--- config.mk ---
export PLATFORM = sky130hd
export DESIGN_NAME = i2c_bus_monitor
export DESIGN_NICKNAME = d
export VERILOG_FILES = /design/src/rtl/i2c_mon_pkg.sv /design/src/rtl/i2c_line_filter.sv /design/src/rtl/i2c_bus_monitor.sv
export SDC_FILE = /design/constraint.sdc
export NUM_CORES = 1
export LEC_CHECK = 0
export CAP_MARGIN = 20
export CORE_ASPECT_RATIO = 1.5
export CORE_UTILIZATION = 45
export DETAILED_ROUTE_END_ITERATION = 10
export PLACE_DENSITY = 0.7
export SYNTH_ARGS = -nofsm -noshare
export SYNTH_HDL_FRONTEND = slang
export SYNTH_HIERARCHICAL = 1
export SYNTH_SLANG_ARGS = --single-unit
--- constraint.sdc ---
create_clock -name clk -period 2.4 [get_ports clk]
set_clock_uncertainty 0.1 [all_clocks]
set_input_delay 0.24 -clock clk [delete_from_list [all_inputs] [get_ports clk]]
set_output_delay 0.24 -clock clk [all_outputs]
set_load 0.05 [all_outputs]
--- src/rtl/i2c_mon_pkg.sv ---
`default_nettype none
// ============================================================================
// i2c_mon_pkg : shared FSM state encoding and bit-counter width
// Rev 1.0
// ============================================================================
package i2c_mon_pkg;

   localparam int BIT_CNT_W = 4;

   typedef enum logic [1:0] {
      IDLE = 2'd0,
      BITS = 2'd1,
      ACK  = 2'd2
   } mon_state_e;

endpackage
`default_nettype wire

--- src/rtl/i2c_line_filter.sv ---
`default_nettype none
// ============================================================================
// i2c_line_filter : tick-enabled history filter with all-ones/all-zeros hysteresis
// Rev 1.0
// ============================================================================
module i2c_line_filter #(
   parameter int FILT_LEN = 4
) (
   input  logic clk,
   input  logic rst,
   input  logic tick,
   input  logic raw,
   output logic filt,
   output logic filt_next
);

   logic [FILT_LEN-1:0] hist_q, hist_d;
   logic                filt_q, filt_d;

   always_comb begin
      hist_d = hist_q;
      filt_d = filt_q;
      if (tick) begin
         hist_d = {hist_q[FILT_LEN-2:0], raw};
         if (&hist_d) begin
            filt_d = 1'b1;
         end else if (~|hist_d) begin
            filt_d = 1'b0;
         end
      end
   end

   always_ff @(posedge clk or posedge rst) begin
      if (rst) begin
         hist_q <= '1;
         filt_q <= 1'b1;
      end else begin
         hist_q <= hist_d;
         filt_q <= filt_d;
      end
   end

   // filt_next lets the parent see the level this tick commits, for edge detection
   assign filt      = filt_q;
   assign filt_next = filt_d;

endmodule
`default_nettype wire

--- src/rtl/i2c_bus_monitor.sv ---
`default_nettype none
// ============================================================================
// i2c_bus_monitor : passive I2C monitor - line filters, START/STOP, byte capture
// Optional SCL-timeout abort enabled by macro I2C_MON_TIMEOUT_EN.  Rev 1.0
// ============================================================================
module i2c_bus_monitor
   import i2c_mon_pkg::*;
#(
   parameter int CLK_DIV       = 4,
   parameter int FILT_LEN      = 4,
   parameter int TIMEOUT_TICKS = 1024
) (
   input  logic       clk,
   input  logic       rst,
   input  logic       scl_in,
   input  logic       sda_in,
   output logic [7:0] byte_data,
   output logic       byte_ack,
   output logic       byte_valid,
   input  logic       byte_ready,
   output logic       start_det,
   output logic       stop_det,
   output logic       bus_busy,
   output logic       overrun,
   input  logic       clr_overrun,
   output logic       timeout
);

   localparam int DIV_W = (CLK_DIV > 1) ? $clog2(CLK_DIV) : 1;

   logic [DIV_W-1:0]     div_q, div_d;
   logic                 tick;
   logic                 scl_f, sda_f, scl_nx, sda_nx;
   logic                 scl_rise, scl_edge, start_ev, stop_ev, to_hit;
   mon_state_e           state_q, state_d;
   logic [BIT_CNT_W-1:0] bitcnt_q, bitcnt_d;
   logic [7:0]           shift_q, shift_d, byte_data_q, byte_data_d;
   logic                 byte_ack_q, byte_ack_d, byte_valid_q, byte_valid_d;
   logic                 bus_busy_q, bus_busy_d, overrun_q, overrun_d;
   logic                 start_det_q, start_det_d, stop_det_q, stop_det_d;
   logic                 timeout_q, timeout_d, byte_done, ack_bit, ovr_set;

   assign tick  = (div_q == DIV_W'(CLK_DIV - 1));
   assign div_d = tick ? '0 : div_q + 1'b1;

   i2c_line_filter #(.FILT_LEN(FILT_LEN)) u_scl_filt (
      .clk(clk), .rst(rst), .tick(tick), .raw(scl_in), .filt(scl_f), .filt_next(scl_nx)
   );
   i2c_line_filter #(.FILT_LEN(FILT_LEN)) u_sda_filt (
      .clk(clk), .rst(rst), .tick(tick), .raw(sda_in), .filt(sda_f), .filt_next(sda_nx)
   );

   // An SCL edge on the same tick masks any SDA transition as START/STOP
   assign scl_rise = tick & scl_nx & ~scl_f;
   assign scl_edge = tick & (scl_nx ^ scl_f);
   assign start_ev = tick & ~scl_edge & scl_f & sda_f & ~sda_nx;
   assign stop_ev  = tick & ~scl_edge & scl_f & ~sda_f & sda_nx;

`ifdef I2C_MON_TIMEOUT_EN
   localparam int TO_W = $clog2(TIMEOUT_TICKS + 1);
   logic [TO_W-1:0] to_cnt_q, to_cnt_d;

   always_comb begin
      to_cnt_d = to_cnt_q;
      if (!bus_busy_q || scl_edge) begin
         to_cnt_d = '0;
      end else if (tick) begin
         to_cnt_d = to_cnt_q + 1'b1;
      end
   end

   assign to_hit = tick & bus_busy_q & ~scl_edge & (to_cnt_q == TO_W'(TIMEOUT_TICKS - 1));

   always_ff @(posedge clk or posedge rst) begin
      if (rst) to_cnt_q <= '0;
      else     to_cnt_q <= to_cnt_d;
   end
`else
   logic unused_timeout_cfg;
   assign unused_timeout_cfg = (TIMEOUT_TICKS != 0);
   assign to_hit = 1'b0;
`endif

   always_comb begin
      state_d     = state_q;
      bitcnt_d    = bitcnt_q;
      shift_d     = shift_q;
      bus_busy_d  = bus_busy_q;
      start_det_d = 1'b0;
      stop_det_d  = 1'b0;
      timeout_d   = 1'b0;
      byte_done   = 1'b0;
      ack_bit     = 1'b0;
      if (stop_ev) begin
         stop_det_d = 1'b1;
         state_d    = IDLE;
         bus_busy_d = 1'b0;
         bitcnt_d   = '0;
         shift_d    = '0;
      end else if (start_ev) begin
         start_det_d = 1'b1;
         state_d     = BITS;
         bus_busy_d  = 1'b1;
         bitcnt_d    = '0;
         shift_d     = '0;
      end else if (to_hit) begin
         timeout_d  = 1'b1;
         state_d    = IDLE;
         bus_busy_d = 1'b0;
         bitcnt_d   = '0;
         shift_d    = '0;
      end else if (scl_rise) begin
         case (state_q)
            BITS: begin
               shift_d  = {shift_q[6:0], sda_nx};
               bitcnt_d = bitcnt_q + 1'b1;
               if (bitcnt_q == BIT_CNT_W'(7)) state_d = ACK;
            end
            ACK: begin
               byte_done = 1'b1;
               ack_bit   = ~sda_nx;
               state_d   = BITS;
               bitcnt_d  = '0;
            end
            default: ;
         endcase
      end
   end

   // Holding register: a new byte loads only if the slot is free or emptying now
   always_comb begin
      byte_data_d  = byte_data_q;
      byte_ack_d   = byte_ack_q;
      byte_valid_d = byte_valid_q;
      ovr_set      = 1'b0;
      if (byte_done && (!byte_valid_q || byte_ready)) begin
         byte_data_d  = shift_q;
         byte_ack_d   = ack_bit;
         byte_valid_d = 1'b1;
      end else begin
         ovr_set = byte_done;
         if (byte_valid_q && byte_ready) byte_valid_d = 1'b0;
      end
      overrun_d = ovr_set | (overrun_q & ~clr_overrun);
   end

   always_ff @(posedge clk or posedge rst) begin
      if (rst) begin
         div_q        <= '0;
         state_q      <= IDLE;
         bitcnt_q     <= '0;
         shift_q      <= '0;
         bus_busy_q   <= 1'b0;
         start_det_q  <= 1'b0;
         stop_det_q   <= 1'b0;
         timeout_q    <= 1'b0;
         byte_data_q  <= '0;
         byte_ack_q   <= 1'b0;
         byte_valid_q <= 1'b0;
         overrun_q    <= 1'b0;
      end else begin
         div_q        <= div_d;
         state_q      <= state_d;
         bitcnt_q     <= bitcnt_d;
         shift_q      <= shift_d;
         bus_busy_q   <= bus_busy_d;
         start_det_q  <= start_det_d;
         stop_det_q   <= stop_det_d;
         timeout_q    <= timeout_d;
         byte_data_q  <= byte_data_d;
         byte_ack_q   <= byte_ack_d;
         byte_valid_q <= byte_valid_d;
         overrun_q    <= overrun_d;
      end
   end

   assign byte_data  = byte_data_q;
   assign byte_ack   = byte_ack_q;
   assign byte_valid = byte_valid_q;
   assign start_det  = start_det_q;
   assign stop_det   = stop_det_q;
   assign bus_busy   = bus_busy_q;
   assign overrun    = overrun_q;
   assign timeout    = timeout_q;

endmodule
`default_nettype wire

==> summary.md, run 1 <==
| Metric | Value |
|---|---|
| Mux share of post-synthesis cell area | `10.16%` |
| Initial DRC Count | `17` |
| Fillers | `282` |
| Switching Fraction | `22.62%` |
| Crit share post-route | `94.22%` |
| Worst Path Arrival | `2340 ps` |
| Power, Total | `0.001298 W` |
| I/O pin total | `21` |
| Core region area | `0.003481 mm²` |
| Via Count | `1142` |
| Die Wd | `51.64 µm` |
| Synth Area in Compound Gates | `10.76%` |
| Hold Crit Class | `in2async` |
| Total Routing Usage GR | `17.07%` |
| Clock Tree Root | `clkbuf_8` |
| TritonCTS clock tree | `yes` |
| GPL Wtd Cong | `0.7089` |
| Internal | `0.001004 W` |
| Post-DRT Antenna Nets | `0` |
| Area grow syn2layout | `24.45%` |
| CP cell instances | `ha_2 > or4b_1 > a22o_1 > and3b_1 > and3_1 > mux2_1` |
| Worst-path clk slew | `70 ps` |
| Initial Util | `47.77%` |
| Sequential fraction of the synthesis area | `57.79%` |
| Cell at the slowest stage of the critical path | `or4b_1` |
| PD cells | `627.1 mW/mm²` |
| F_max | `0.4422 GHz` |
| Combinational Power Share | `8.7%` |
| TritonCTS buffer count | `5` |
| Wire per inst | `12.90 µm` |
| Synth Area in Simple Gates | `14.30%` |
| Fraction of layout cells with a size suffix above 1 | `25.29%` |
| Grt total ovfl | `0` |
| Max H-tree Level | `2` |
| Crit start category | `register` |
| Post-route setup TNS | `0 ps` |
| Design Area, Final | `0.002069 mm²` |
| Footprint of the multi-input gates | `650.6 µm²` |
| Max clock buf depth | `2` |
| WS Path Type | `reg2reg` |
| DP Area | `0.001959 mm²` |
| TritonRoute pass-1 iters | `4` |
| Pins Over Slew Limit | `0` |
| Synthesized Nets | `152` |
| Setup violations, final | `0` |
| Max-cap violation count | `0` |
| Via/cell ratio | `5.287` |
| Critical Path RT | `2470 ps` |
| Mapped Avg Cell Area | `11.71 µm²` |
| Row count | `26` |
| Post-CTS Setup Bufs | `0` |
| Largest family of logic cells by synthesized area | `simple AND/OR/NAND/NOR gates` |
| CP max stage delay | `440 ps` |
| Die height | `76.45 µm` |
| Min cycle time layout | `2261 ps` |
| DR DRC count | `0` |
| Final hold violations | `0` |
| Antenna cells | `0` |
| Largest net degree at the start of global routing | `31` |
| Final #Nets | `183` |
| Sequential standard cell area | `960.9 µm²` |
| CP Max Fanout | `9` |
| Fin util | `59.45%` |
| Seq cells post-synth | `38` |
| Family with the most delay on the worst path | `simple AND/OR/NAND/NOR gates` |
| RSZ-0062 raised after global routing | `false` |
| Initial antenna violation count | `0` |
| Clock Power Share | `38.5%` |
| Synthesis warning total | `6` |
| Count of different cell masters after synthesis | `37` |
| Worst Path Buf+Inv | `0` |
| Resized Gates After CTS | `0` |
| Leak Pwr | `0.9266 nW` |
| Synth Area in XOR/XNOR | `0.5267%` |
| Adder-Cell Fraction of Synth Area | `3.010%` |
| Synthesized cell area | `0.001663 mm²` |
| Highest ir drop seen on vdd | `427.2 µV` |
| Die area | `0.003948 mm²` |
| Sinks on the clock net | `38` |
| Crit end category | `register` |
| IO buf count | `19` |
| HPWL after DPL | `2.103 mm` |
| Clock Latency Late Sink | `290 ps` |
| Hold_ws | `273.0 ps` |
| Mapped Cells | `142` |
| CTS Hold Buffers Added | `0` |
| Vias in the first global route | `1110` |
| First-pass GRT wire length | `4.878 mm` |
| Sw power | `0.0002936 W` |
| Status | `finished, final reports clean` |
| Routed WL | `2.786 mm` |
| Flop pwr share | `52.8%` |
## worst reg2reg max path, cell delays in order (launching register included)
cell     delay [ps]
dfrtp_1         350
ha_2            230
or4b_1          440
a22o_1          200
and3b_1         170
and3_1          300
mux2_1          360
## state kept, by name, summed over array words and instances, names as in the netlist
signal	cells
byte_data	8
shift_q	8
bitcnt_q	4
u_scl_filt/hist_q	3
u_sda_filt/hist_q	3
div_q	2
state_q	2
bus_busy	1
byte_ack	1
byte_valid	1
overrun	1
start_det	1
stop_det	1
u_scl_filt/filt	1
u_sda_filt/filt	1
## worst paths after layout
check | from | to | slack, ps | cells past startpoint
worst max-delay path | div_q[0]$_DFF_PP0_ | byte_data[2]$_DFFE_PP0P_ | 140 | 6
worst min-delay path | rst | u_sda_filt/hist_q[0]$_DFFE_PP1P_ | 270 | 2
worst max register to register | div_q[0]$_DFF_PP0_ | byte_data[2]$_DFFE_PP0P_ | 140 | 6
worst min register to register | div_q[0]$_DFF_PP0_ | div_q[0]$_DFF_PP0_ | 340 | 1
max in group asynchronous | rst | stop_det$_DFF_PP0_ | 1650 | 3
min in group clk | div_q[0]$_DFF_PP0_ | div_q[0]$_DFF_PP0_ | 340 | 1
## power groups by stage
stage	Combinational [W]	Sequential (W)	Clock [W]
after floorplan	0.0000537	0.000717	0
after global placement	0.000109	0.000696	0
after detailed placement	0.000115	0.000698	0
after CTS	0.000115	0.000686	0.000520
after global routing	0.000125	0.000689	0.000537
final	0.000113	0.000686	0.000499
## placed cells by master, fill, tap and decap left out, types with 3 or more instances in the layout
cell	Yosys	final
mux2_2	10	10
inv_1	6	6
ha_1	4	3
dfstp_2	8	8
a21oi_1	10	10
o21ai_0	5	5
nor2_1	10	10
clkdlybuf4s50_1	0	19
dfrtp_1	30	30
mux2_1	5	5
buf_4	1	11
nand2_1	17	17
clkbuf_8	0	8
a22o_1	3	3
## through the flow
stage | std cells | setup slack [ps]
detailed placement | 208 | -63.00
CTS | 216 | 125.3
global placement | 208 | -29.65
global route | 216 | 4.935
finish | 216 | 138.7
floorplan | 142 | 60.43
## cell type report
cell class,instances,share of cell area (%)
Tap cell,42,2.539
Clock buffer,8,5.320
Inverter,6,1.088
Sequential cell,38,46.43
Multi-Input combinational cell,92,31.44
Timing Repair Buffer,30,13.18
## cells in the mapped netlist (all sizes together)
master | n | area share (%)
buf | 5 | 1.7
a41o | 2 | 1.4
nor2b | 1 | 0.38
o221ai | 1 | 0.53
conb | 1 | 0.23
and3b | 1 | 0.53
inv | 6 | 1.4
o31a | 1 | 0.53
nand3 | 2 | 0.60
clkbuf | 1 | 0.23
and3 | 1 | 0.38
xnor2 | 1 | 0.53
nor3 | 1 | 0.30
ha | 4 | 3.0
nand4bb | 1 | 0.68
nor3b | 2 | 0.90
mux2 | 15 | 10
nor2 | 10 | 2.3
nand3b | 1 | 0.45
a22o | 3 | 1.6
a21oi | 12 | 4.1
o22ai | 1 | 0.38
nand2 | 17 | 3.8
dfrtp | 30 | 45
o21ai | 5 | 1.5
or4b | 3 | 2.0
nand2b | 1 | 0.38
a31oi | 1 | 0.38
a211oi | 1 | 0.45
or4 | 1 | 0.68
and4 | 1 | 0.53
and2 | 1 | 0.38
dfstp | 8 | 13
## logic make-up (layout without fill, tap and decap cells)
group           after synthesis  in the layout
xor+xnor                      1              1
other cells                   1              1
compound gates               27             27
mux                          15             15
fa+ha+maj                     4              4
buf+inv                      12             44
flops                        38             38
simple gates                 44             44
## per-layer routing
metal | global-route usage [%] | vias up | wire (µm)
li1 | - | 557 | -
met2 | 29.48 | 22 | 1485
met1 | 17.26 | 556 | 1138
met5 | 0 | - | 0
met3 | 5.988 | 7 | 96
met4 | 8.919 | 0 | 65
Power figures use the tool's default switching activity.
==> run 2: changes to the inputs <==
- CTS_CLUSTER_SIZE: default -> 14
- REMOVE_ABC_BUFFERS: default -> 1
- TNS_END_PERCENT: default -> 50
==> run 2 against run 1 <==
Net effect: global-route usage barely moved; first-iteration DRC count did not move; fmax fell by 1.0%; sequential share of layout area fell by 0.084 points; critical path type unchanged; clock-buffer cell count did not move; utilization rose by 0.11 points; critical path depth rose by 1; sequential cell count did not move; register-to-register slack got worse by 20 ps; combinational power barely moved; setup slack got worse by 24 ps.
==> summary.md, run 2 (synthesis results as in run 1) <==
| Metric | Value |
|---|---|
| Power, Total | `0.001204 W (was 0.001298 W)` |
| Crit end category | `register (unchanged)` |
| CP cell instances | `ha_1 > or4b_1 > a22o_1 > and3b_1 > buf_4 > and2_1 > a22o_1 (was ha_2 > or4b_1 > a22o_1 > and3b_1 > and3_1 > mux2_1)` |
| DR DRC count | `0 (unchanged)` |
| Antenna cells | `0 (unchanged)` |
| Wire per inst | `13.45 µm (was 12.90 µm)` |
| Core region area | `0.003481 mm² (unchanged)` |
| Setup violations, final | `0 (unchanged)` |
| Status | `finished, final reports clean (unchanged)` |
| Highest ir drop seen on vdd | `397.0 µV (was 427.2 µV)` |
| Die Wd | `51.64 µm (unchanged)` |
| Worst Path Buf+Inv | `1 (was 0)` |
| Critical Path RT | `2470 ps (about the same)` |
| Post-DRT Antenna Nets | `0 (unchanged)` |
| Initial antenna violation count | `0 (unchanged)` |
| Clock Latency Late Sink | `280 ps (was 290 ps)` |
| Commonest non-fill, non-tap cell in the layout | `dfrtp_1 (unchanged)` |
| Largest net degree at the start of global routing | `31 (unchanged)` |
| Cell at the slowest stage of the critical path | `or4b_1 (unchanged)` |
| Pins Over Slew Limit | `0 (unchanged)` |
| Max H-tree Level | `2 (unchanged)` |
| TritonRoute pass-1 iters | `4 (unchanged)` |
| Max-cap violation count | `0 (unchanged)` |
| Worst slew margin | `66.56%` |
| I/O pin total | `21 (unchanged)` |
| PD cells | `580.8 mW/mm² (was 627.1 mW/mm²)` |
| Initial DRC Count | `17 (unchanged)` |
| Routed WL | `2.946 mm (was 2.786 mm)` |
| Fillers | `299 (was 282)` |
| Min cycle time layout | `2285 ps (was 2261 ps)` |
| Resized Gates After CTS | `0 (unchanged)` |
| Via/cell ratio | `5.347 (was 5.287)` |
| Initial Util | `47.77% (unchanged)` |
| Leak Pwr | `0.9253 nW (was 0.9266 nW)` |
| Design Area, Final | `0.002073 mm² (was 0.002069 mm²)` |
| Crit share post-route | `95.21% (was 94.22%)` |
| Sinks on the clock net | `38 (unchanged)` |
| HPWL after DPL | `2.262 mm (was 2.103 mm)` |
| Via Count | `1171 (was 1142)` |
| F_max | `0.4376 GHz (was 0.4422 GHz)` |
| Row count | `26 (unchanged)` |
| Hold Crit Class | `in2async (unchanged)` |
| Setup slack at placement | `-127.1 ps (was -63.00 ps)` |
| Most frequent cells in the layout | `dfrtp_1 (30), clkdlybuf4s50_1 (19), nand2_1 (17), buf_4 (14) (was dfrtp_1 (30), clkdlybuf4s50_1 (19), nand2_1 (17), buf_4 (11))` |
| RSZ-0062 raised after global routing | `false (unchanged)` |
| Fraction of layout cells with a size suffix above 1 | `26.55% (was 25.29%)` |
| GPL Wtd Cong | `0.7965 (was 0.7089)` |
| Vias in the first global route | `1178 (was 1110)` |
| Post-CTS Setup Bufs | `0 (unchanged)` |
| Actual slew at the worst max-slew pin | `500.0 ps` |
| Family with the most delay on the worst path | `simple AND/OR/NAND/NOR gates (unchanged)` |
| CTS Hold Buffers Added | `0 (unchanged)` |
| CP Max Fanout | `9 (unchanged)` |
| Final non-filler cell total | `219 (was 216)` |
| Worst-path clk slew | `70 ps (about the same)` |
| Clock Tree Root | `clkbuf_8 (unchanged)` |
| RR Startpoint | `div_q[0]$_DFF_PP0_ (unchanged)` |
| Die area | `0.003948 mm² (unchanged)` |
| IO buf count | `19 (unchanged)` |
| Reg2reg end | `shift_q[0]$_DFFE_PP0P_ (was byte_data[2]$_DFFE_PP0P_)` |
| Cell mode on critical path | `a22o_1` |
| Grt total ovfl | `0 (unchanged)` |
| DP Area | `0.001979 mm² (was 0.001959 mm²)` |
| Final #Nets | `186 (was 183)` |
| TritonCTS clock tree | `yes (unchanged)` |
| Max clock buf depth | `2 (unchanged)` |
| Die height | `76.45 µm (unchanged)` |
| Final worst setup slack | `114.9 ps (was 138.7 ps)` |
| TritonCTS buffer count | `5 (unchanged)` |
| CP max stage delay | `460 ps (was 440 ps)` |
| Total Routing Usage GR | `17.02% (was 17.07%)` |
| R2R setup slack | `110 ps (was 140 ps)` |
| Worst Path Arrival | `2360 ps (was 2340 ps)` |
| Depth of the most critical reg-to-reg path | `7 (was 6)` |
| WS Path Type | `reg2reg (unchanged)` |
| First-pass GRT wire length | `4.981 mm (was 4.878 mm)` |
| Placed Instances | `211 (was 208)` |
| Final hold violations | `0 (unchanged)` |
| Fin util | `59.56% (was 59.45%)` |
| Area grow syn2layout | `24.68% (was 24.45%)` |
| Crit start category | `register (unchanged)` |
-- run 2: final cells by class --
cell class                 count  area, µm²  area share [%]
inverter                       6      22.52           1.086
sequential                    38      960.9           46.35
tap                           42      52.55           2.535
timing repair buffer          33      295.3           14.24
clock buffer                   8      80.08           3.862
multi-input combinational     92      661.9           31.93
-- run 2: how the worst max path moves through the flow --
stage                             startpoint                        to  depth (start not counted)
final                     div_q[0]$_DFF_PP0_    shift_q[0]$_DFFE_PP0P_                          7
after global routing      div_q[0]$_DFF_PP0_    shift_q[0]$_DFFE_PP0P_                          7
after CTS                 div_q[0]$_DFF_PP0_  byte_data[0]$_DFFE_PP0P_                          6
after detailed placement              scl_in  byte_data[0]$_DFFE_PP0P_                          6
after global placement                scl_in      byte_ack$_DFFE_PP0P_                          6
after floorplan           div_q[0]$_DFF_PP0_    state_q[0]$_DFFE_PP0P_                          7
-- run 2: layer usage --
metal  routed length [µm]  vias up  share of wire, %  global-route usage (%)
li1                     -      570                 -                       -
met1                 1158      575                39                   17.63
met2                 1619       20                55                   30.26
met3                  113        6               3.8                   5.389
met4                   55        0               1.9                   7.027
met5                    0        -                 0                       0
-- run 2: metrics by stage --
| stage | hold WS, ps | setup TNS, ps |
|---|---|---|
| 2_1_floorplan | 95.20 | -1170 |
| 3_3_place_gp | 320.3 | -117.1 |
| 3_5_place_dp | 325.3 | -1039 |
| 4_1_cts | 284.1 | 0 |
| 5_1_grt | 323.6 | 0 |
| 6_report | 281.1 | 0 |
-- run 2: power by group --
| group | switching [W] | internal, W |
|---|---|---|
| Sequential | 0.0000192 | 0.000668 |
| Combinational | 0.0000656 | 0.0000483 |
| Clock | 0.000198 | 0.000206 |
| Total | 0.000282 | 0.000922 |
